## src/rtl/alu_pkg.sv

```systemverilog
// Shared definitions for the ALU matrix operations.
package alu_pkg;

   localparam int MATRIX_DIM = 5;
   localparam int ELEM_W     = 8;
   localparam int NUM_ELEMS  = MATRIX_DIM * MATRIX_DIM;
   localparam int FLAT_W     = NUM_ELEMS * ELEM_W;

   localparam logic signed [7:0] INT8_MIN = -8'sd128;

   typedef enum logic [2:0] {
      S_IDLE,
      S_SETUP,
      S_ITER,
      S_WRITE,
      S_DONE
   } div_state_e;

endpackage

```

## src/rtl/div8_unit.sv

```systemverilog
// Unsigned restoring divider, one quotient bit per step, MSB first.
module div8_unit #(
   parameter int W = 8
) (
   input  logic         clk,
   input  logic         rst,
   input  logic         load,
   input  logic [W-1:0] dividend,
   input  logic [W-1:0] divisor,
   input  logic         step,
   output logic [W-1:0] quotient,
   output logic         ready
);

   localparam int CW = $clog2(W + 1);

   logic [W:0]    rem;
   logic [W-1:0]  q;
   logic [W-1:0]  d;
   logic [CW-1:0] cnt;
   logic [W+1:0]  trial;

   // Shift the next dividend bit into the remainder and try subtracting the divisor.
   // The remainder always stays below the divisor, so the top bit of trial is its sign.
   assign trial    = {rem, q[W-1]} - {2'b00, d};
   assign quotient = q;
   assign ready    = (cnt == CW'(W));

   // Load a new operand pair, or perform one restoring step; q doubles as the
   // dividend shift register and the quotient accumulator.
   always_ff @(posedge clk) begin
      if (rst) begin
         rem <= '0;
         q   <= '0;
         d   <= '0;
         cnt <= '0;
      end else if (load) begin
         rem <= '0;
         q   <= dividend;
         d   <= divisor;
         cnt <= '0;
      end else if (step) begin
         rem <= trial[W+1] ? {rem[W-1:0], q[W-1]} : trial[W:0];
         q   <= {q[W-2:0], ~trial[W+1]};
         cnt <= cnt + 1'b1;
      end
   end

endmodule

```

## src/rtl/alu_scalar_div_module.sv

```systemverilog
// Matrix / scalar signed division, one element at a time through a shared divider.
module alu_scalar_div_module
   import alu_pkg::*;
#(
   parameter int MATRIX_DIM = alu_pkg::MATRIX_DIM,
   parameter int ELEM_W     = alu_pkg::ELEM_W
) (
   input  logic                                   clk,
   input  logic                                   rst,
   input  logic                                   start,
   input  logic [MATRIX_DIM*MATRIX_DIM*ELEM_W-1:0] A_flat,
   input  logic signed [ELEM_W-1:0]               scalar,
   output logic [MATRIX_DIM*MATRIX_DIM*ELEM_W-1:0] C_flat,
   output logic                                   busy,
   output logic                                   done,
   output logic                                   div_by_zero_flag,
   output logic                                   overflow_flag
);

   localparam int N_EL  = MATRIX_DIM * MATRIX_DIM;
   localparam int IDX_W = $clog2(N_EL);
   localparam int CNT_W = $clog2(ELEM_W);
   localparam logic [ELEM_W-1:0] ELEM_MIN = {1'b1, {(ELEM_W-1){1'b0}}};

   div_state_e state;

   logic [N_EL-1:0][ELEM_W-1:0] a_cap;
   logic [N_EL-1:0][ELEM_W-1:0] c_mat;
   logic signed [ELEM_W-1:0]    s_cap;
   logic [IDX_W-1:0]            idx;
   logic [CNT_W-1:0]            it_cnt;
   logic                        q_neg;

   logic [ELEM_W-1:0] a_cur;
   logic [ELEM_W-1:0] a_mag;
   logic [ELEM_W-1:0] s_mag;
   logic [ELEM_W-1:0] quo;
   logic [ELEM_W-1:0] res;
   logic              div_load;
   logic              div_step;
   logic              div_ready;
   logic              is_ovf;

   assign C_flat = c_mat;

   // Magnitudes are unsigned so that |-128| = 128 fits in ELEM_W bits.
   assign a_cur = a_cap[idx];
   assign a_mag = a_cur[ELEM_W-1] ? (~a_cur + 1'b1) : a_cur;
   assign s_mag = s_cap[ELEM_W-1] ? (~s_cap + 1'b1) : s_cap;

   // Two's-complement negate; a zero quotient negates to zero.
   assign res    = q_neg ? (~quo + 1'b1) : quo;
   assign is_ovf = (a_cur == ELEM_MIN) && (s_cap == '1);

   assign div_load = (state == S_SETUP);
   assign div_step = (state == S_ITER) && !div_ready;

   div8_unit #(.W(ELEM_W)) u_div (
      .clk      (clk),
      .rst      (rst),
      .load     (div_load),
      .dividend (a_mag),
      .divisor  (s_mag),
      .step     (div_step),
      .quotient (quo),
      .ready    (div_ready)
   );

   // Control FSM: capture, per-element sequencing, result write-back and flags.
   always_ff @(posedge clk) begin
      if (rst) begin
         state            <= S_IDLE;
         a_cap            <= '0;
         s_cap            <= '0;
         c_mat            <= '0;
         idx              <= '0;
         it_cnt           <= '0;
         q_neg            <= 1'b0;
         busy             <= 1'b0;
         done             <= 1'b0;
         div_by_zero_flag <= 1'b0;
         overflow_flag    <= 1'b0;
      end else begin
         case (state)
            S_IDLE: begin
               done <= 1'b0;
               if (start) begin
                  a_cap            <= A_flat;
                  s_cap            <= scalar;
                  c_mat            <= '0;
                  idx              <= '0;
                  overflow_flag    <= 1'b0;
                  div_by_zero_flag <= 1'b0;
                  if (scalar == '0) begin
                     // Nothing to divide: finish immediately with an all-zero result.
                     div_by_zero_flag <= 1'b1;
                     done             <= 1'b1;
                     state            <= S_DONE;
                  end else begin
                     busy  <= 1'b1;
                     state <= S_SETUP;
                  end
               end
            end
            S_SETUP: begin
               it_cnt <= '0;
               q_neg  <= a_cur[ELEM_W-1] ^ s_cap[ELEM_W-1];
               state  <= S_ITER;
            end
            S_ITER: begin
               it_cnt <= it_cnt + 1'b1;
               if (it_cnt == CNT_W'(ELEM_W - 1))
                  state <= S_WRITE;
            end
            S_WRITE: begin
               // -128 / -1 has magnitude 128 with positive sign, which wraps to 8'h80.
               c_mat[idx] <= res;
               if (is_ovf)
                  overflow_flag <= 1'b1;
               if (idx == IDX_W'(N_EL - 1)) begin
                  busy  <= 1'b0;
                  done  <= 1'b1;
                  state <= S_DONE;
               end else begin
                  idx   <= idx + 1'b1;
                  state <= S_SETUP;
               end
            end
            S_DONE: begin
               done  <= 1'b0;
               state <= S_IDLE;
            end
            default: state <= S_IDLE;
         endcase
      end
   end

endmodule

```

## config.mk

```make
export PLATFORM = sky130hd
export DESIGN_NAME = alu_scalar_div_module
export DESIGN_NICKNAME = d
export VERILOG_FILES = /design/src/rtl/alu_pkg.sv /design/src/rtl/div8_unit.sv /design/src/rtl/alu_scalar_div_module.sv
export SDC_FILE = /design/constraint.sdc
export NUM_CORES = 1
export LEC_CHECK = 0
export CORE_MARGIN = 3
export CORE_UTILIZATION = 32
export CTS_BUF_LIST = sky130_fd_sc_hd__clkbuf_8
export CTS_CLUSTER_DIAMETER = 40
export DETAILED_ROUTE_END_ITERATION = 7
export PLACE_DENSITY_LB_ADDON = 0.3
export SETUP_SLACK_MARGIN = 0.3
export SLEW_MARGIN = 10
export SYNTH_ARGS = -nofsm -noshare
export SYNTH_HDL_FRONTEND = slang
export SYNTH_SLANG_ARGS = --single-unit
```

## constraint.sdc

```tcl
create_clock -name clk -period 5.2 [get_ports clk]
set_clock_uncertainty 0.2 [all_clocks]
set_input_delay 1.56 -clock clk [delete_from_list [all_inputs] [get_ports clk]]
set_output_delay 1.56 -clock clk [all_outputs]
set_load 0.1 [all_outputs]
```

==> summary.txt <==
Post-Syn Area: 0.0188 mm²
Largest net degree at the start of global routing: 112
Netlist cell types: 59
Yosys top cell by area: dfxtp_1
First-pass GRT wire length: 101 mm
Outcome: finished, final reports clean
FF-to-FF setup slack: 1.63 ns
Resized Gates After CTS: 0
Cells after synthesis: 2319
Sum of negative setup slack: 0 ns
Share of post-route cells with drive strength above 1: 0.0891
CTS Buf Count: 89
GP Congestion: 0.835
Worst-path maximum fanout: 2
Peak VDD IR: 0.149 mV
EDFF count, synth: 0
Final hold violations: 0
Die width: 248 µm
Sink Count: 453
Critical Path Start: div_by_zero_flag$_SDFFE_PP0P_
Critical R2R Launch: idx[0]$_SDFFE_PP0P_
Max Cap Viol: 0
Detail Route Antenna Nets: 0
Initial DRC count: 1315
Setup bufs post-CTS: 0
Overall Global Routing Usage: 0.207
Startpoint Class: register
CP Data Arrival Time: 2.26 ns
Initial antenna violation count: 4
CP max-delay cell: clkdlybuf4s50_1
Final worst slack: 1.18 ns
Layout area overhead: 36.4%
Crit. End Element: output pin
Tightest Hold Check Type: register to register
IO Count: 415
Synth warn: 0
Register bit total from synthesis: 453
Vias: 17900
Max clock buf depth: 3
Compound-gate portion of the synthesized area: 0.151
Relative slew slack: 0.230
Die H: 248 µm
Internal power: 6470 µW
Clock network fraction of total power: 0.439
Synth Area in Simple Gates: 0.231
Proportion of synthesized area in mux cells: 0.0670
Power, Total: 8990 µW
Reg clk slew, reported paths: 0.05 ns
Post-synthesis adder-cell area fraction: 0.0144
Layout Nets: 2910
# H-tree levels: 3
Reg power frac: 0.419
Combinational Power Share: 0.142
RSZ-0062 raised after global routing: false
Total congestion overflow: 0
Register area share after synthesis: 0.482
Fill cell count: 5764
Final Max Slew Viols: 0
Avg Cell Area, Syn: 8.11 µm²
Post-DR wirelength/cell: 19.0 µm
Slew @ Worst Pin: 1.13 ns
Pleak: 0.00892 µW
# hold bufs at CTS: 0
DR pass1 iterations: 7
Post-synth top area share: 0.482
Dominant cells by area after synthesis: dfxtp_1 48%, nand2_1 13%, a21oi_1 10%, mux4_2 5.0%, nand3_1 4.5%
DRC errors left: 0
Min-delay src: a_cap[119]$_SDFFE_PP0P_
Post-layout min period: 4.02 ns
Final design utilization: 0.443
Final std cells w/o fill: 3517
Ys flop type: dfxtp_1
PortBufs: 414
Post-Place Worst Slack: 1.15 ns
Syn Nets: 2551
Clk_lat worst skew: 0.68 ns
Sw Ratio: 0.281
Worst EP required: 3.44 ns
FMAX: 249 MHz
Buffers & Inverters on Critical Path: 1
Vias in the first global route: 17300
Largest family of logic cells by synthesized area: simple AND/OR/NAND/NOR gates
Part of the cycle the worst path needs: 0.772
Asr flop ratio synth: 0
Die area: 0.0617 mm²
Clk Tree Root Cell: clkbuf_8
Total net switching power: 2520 µW
Via-to-Cell Ratio: 5.09
Initial core utilization: 0.325
Synth Area in XOR/XNOR: 0.0126
CTS tree: yes
Worst Path Class, Setup: register to output pin
Core Area: 0.0579 mm²
Crit-path max cell delay: 1.23 ns
# setup viols final: 0
Dpl hpwl: 45.7 mm
Core Rows: 88
# placed instances: 3352
Largest delay contributor family on the critical path: buffers and inverters
PD cells: 350 mW/mm²
Crit path cell chain: clkdlybuf4s50_1
WL final: 66.7 mm
==> sequential cells by signal, summed over array words and instances (netlist names) <==
signal and flops:
C_flat 200, q_neg 1, state 3, div_by_zero_flag 1
idx 5, u_div.d 8, overflow_flag 1, s_cap 8
done 1, a_cap 200, busy 1, u_div.quotient 8
it_cnt 3, u_div.cnt 4, u_div.rem 9
==> metrics by stage <==
step / hold slack [ns] / cell area (µm²)
after global routing: 0.268 / 25700
after floorplan: 0.232 / 18800
final: 0.251 / 25700
after detailed placement: 0.243 / 23600
after CTS: 0.250 / 25700
after global placement: 0.238 / 23600
==> logic make-up (layout without fill, tap and decap cells) <==
| kind of cell | Yosys count | after routing |
|---|---|---|
| flip-flops | 453 | 453 |
| adder cells (fa/ha/maj) | 21 | 21 |
| AND/OR/NAND/NOR | 1038 | 1038 |
| buffers and inverters | 199 | 631 |
| other | 0 | 1 |
| AO/OA/AOI/OAI | 514 | 514 |
| XOR/XNOR | 27 | 27 |
| multiplexers | 67 | 67 |
==> metal layers <==
metal	global-route usage	share of wire
met1	0.261	0.42
met2	0.347	0.48
met3	0.0448	0.065
met4	0.0777	0.028
met5	0	0.00072
==> worst paths after layout <==
kind / to / cells past startpoint
worst max-delay path: div_by_zero_flag / 1
worst max register to register: u_div.quotient[1]$_SDFFE_PP0P_ / 8
worst min-delay path: a_cap[119]$_SDFFE_PP0P_ / 2
worst min register to register: a_cap[119]$_SDFFE_PP0P_ / 2
==> Yosys cell counts (6+ instances only) <==
cell      count
and3_1        9
xnor2_1      14
mux4_2       42
ha_1         20
clkbuf_1    151
nand3_1     169
nand2b_1      9
a31oi_1      56
xor2_1       13
mux2i_1      21
a211oi_1     11
a21oi_1     388
nand2_1     627
nor2_1      165
a22oi_1       8
o21ai_0      13
or3_1         6
a21o_1        6
dfxtp_1     453
buf_2        10
inv_1        21
buf_1         9
nor3_1       10
nor2b_1       8
==> placed cells by master (no fill, tap or decap), drive strengths merged, types with 41 or more instances in the layout <==
master,n
a31oi,56
nor2,165
nand3,169
clkdlybuf4s50,413
mux4,46
nand2,627
inv,41
clkbuf,112
dfxtp,453
a21oi,388
==> tightest hold or removal path, stage by stage (launching register included) <==
cell and delay, ns:
dfxtp_1 0.30, nand2_1 0.05, a21oi_1 0.05
==> power groups by stage <==
stage	sequential, µW	combinational, µW	clock [µW]
after CTS	3760	1280	4060
after global placement	3830	1250	0
after detailed placement	3840	1280	0
after floorplan	3790	815	0
final	3760	1280	3950
after global routing	3780	1410	4220
==> final cells by class <==
| class | count | area [µm²] | area share |
|---|---|---|---|
| diodes | 1 | 2.50 | 0.0000975 |
| multi-input cells | 1667 | 9030 | 0.352 |
| flip-flops and latches | 453 | 9080 | 0.354 |
| inverters | 22 | 82.6 | 0.00322 |
| clock inverters | 52 | 478 | 0.0186 |
| clock buffers | 112 | 1540 | 0.0601 |
| repair buffers | 445 | 4490 | 0.175 |
| well taps | 765 | 957 | 0.0373 |
Note: power is estimated with default switching activity, not from simulation.
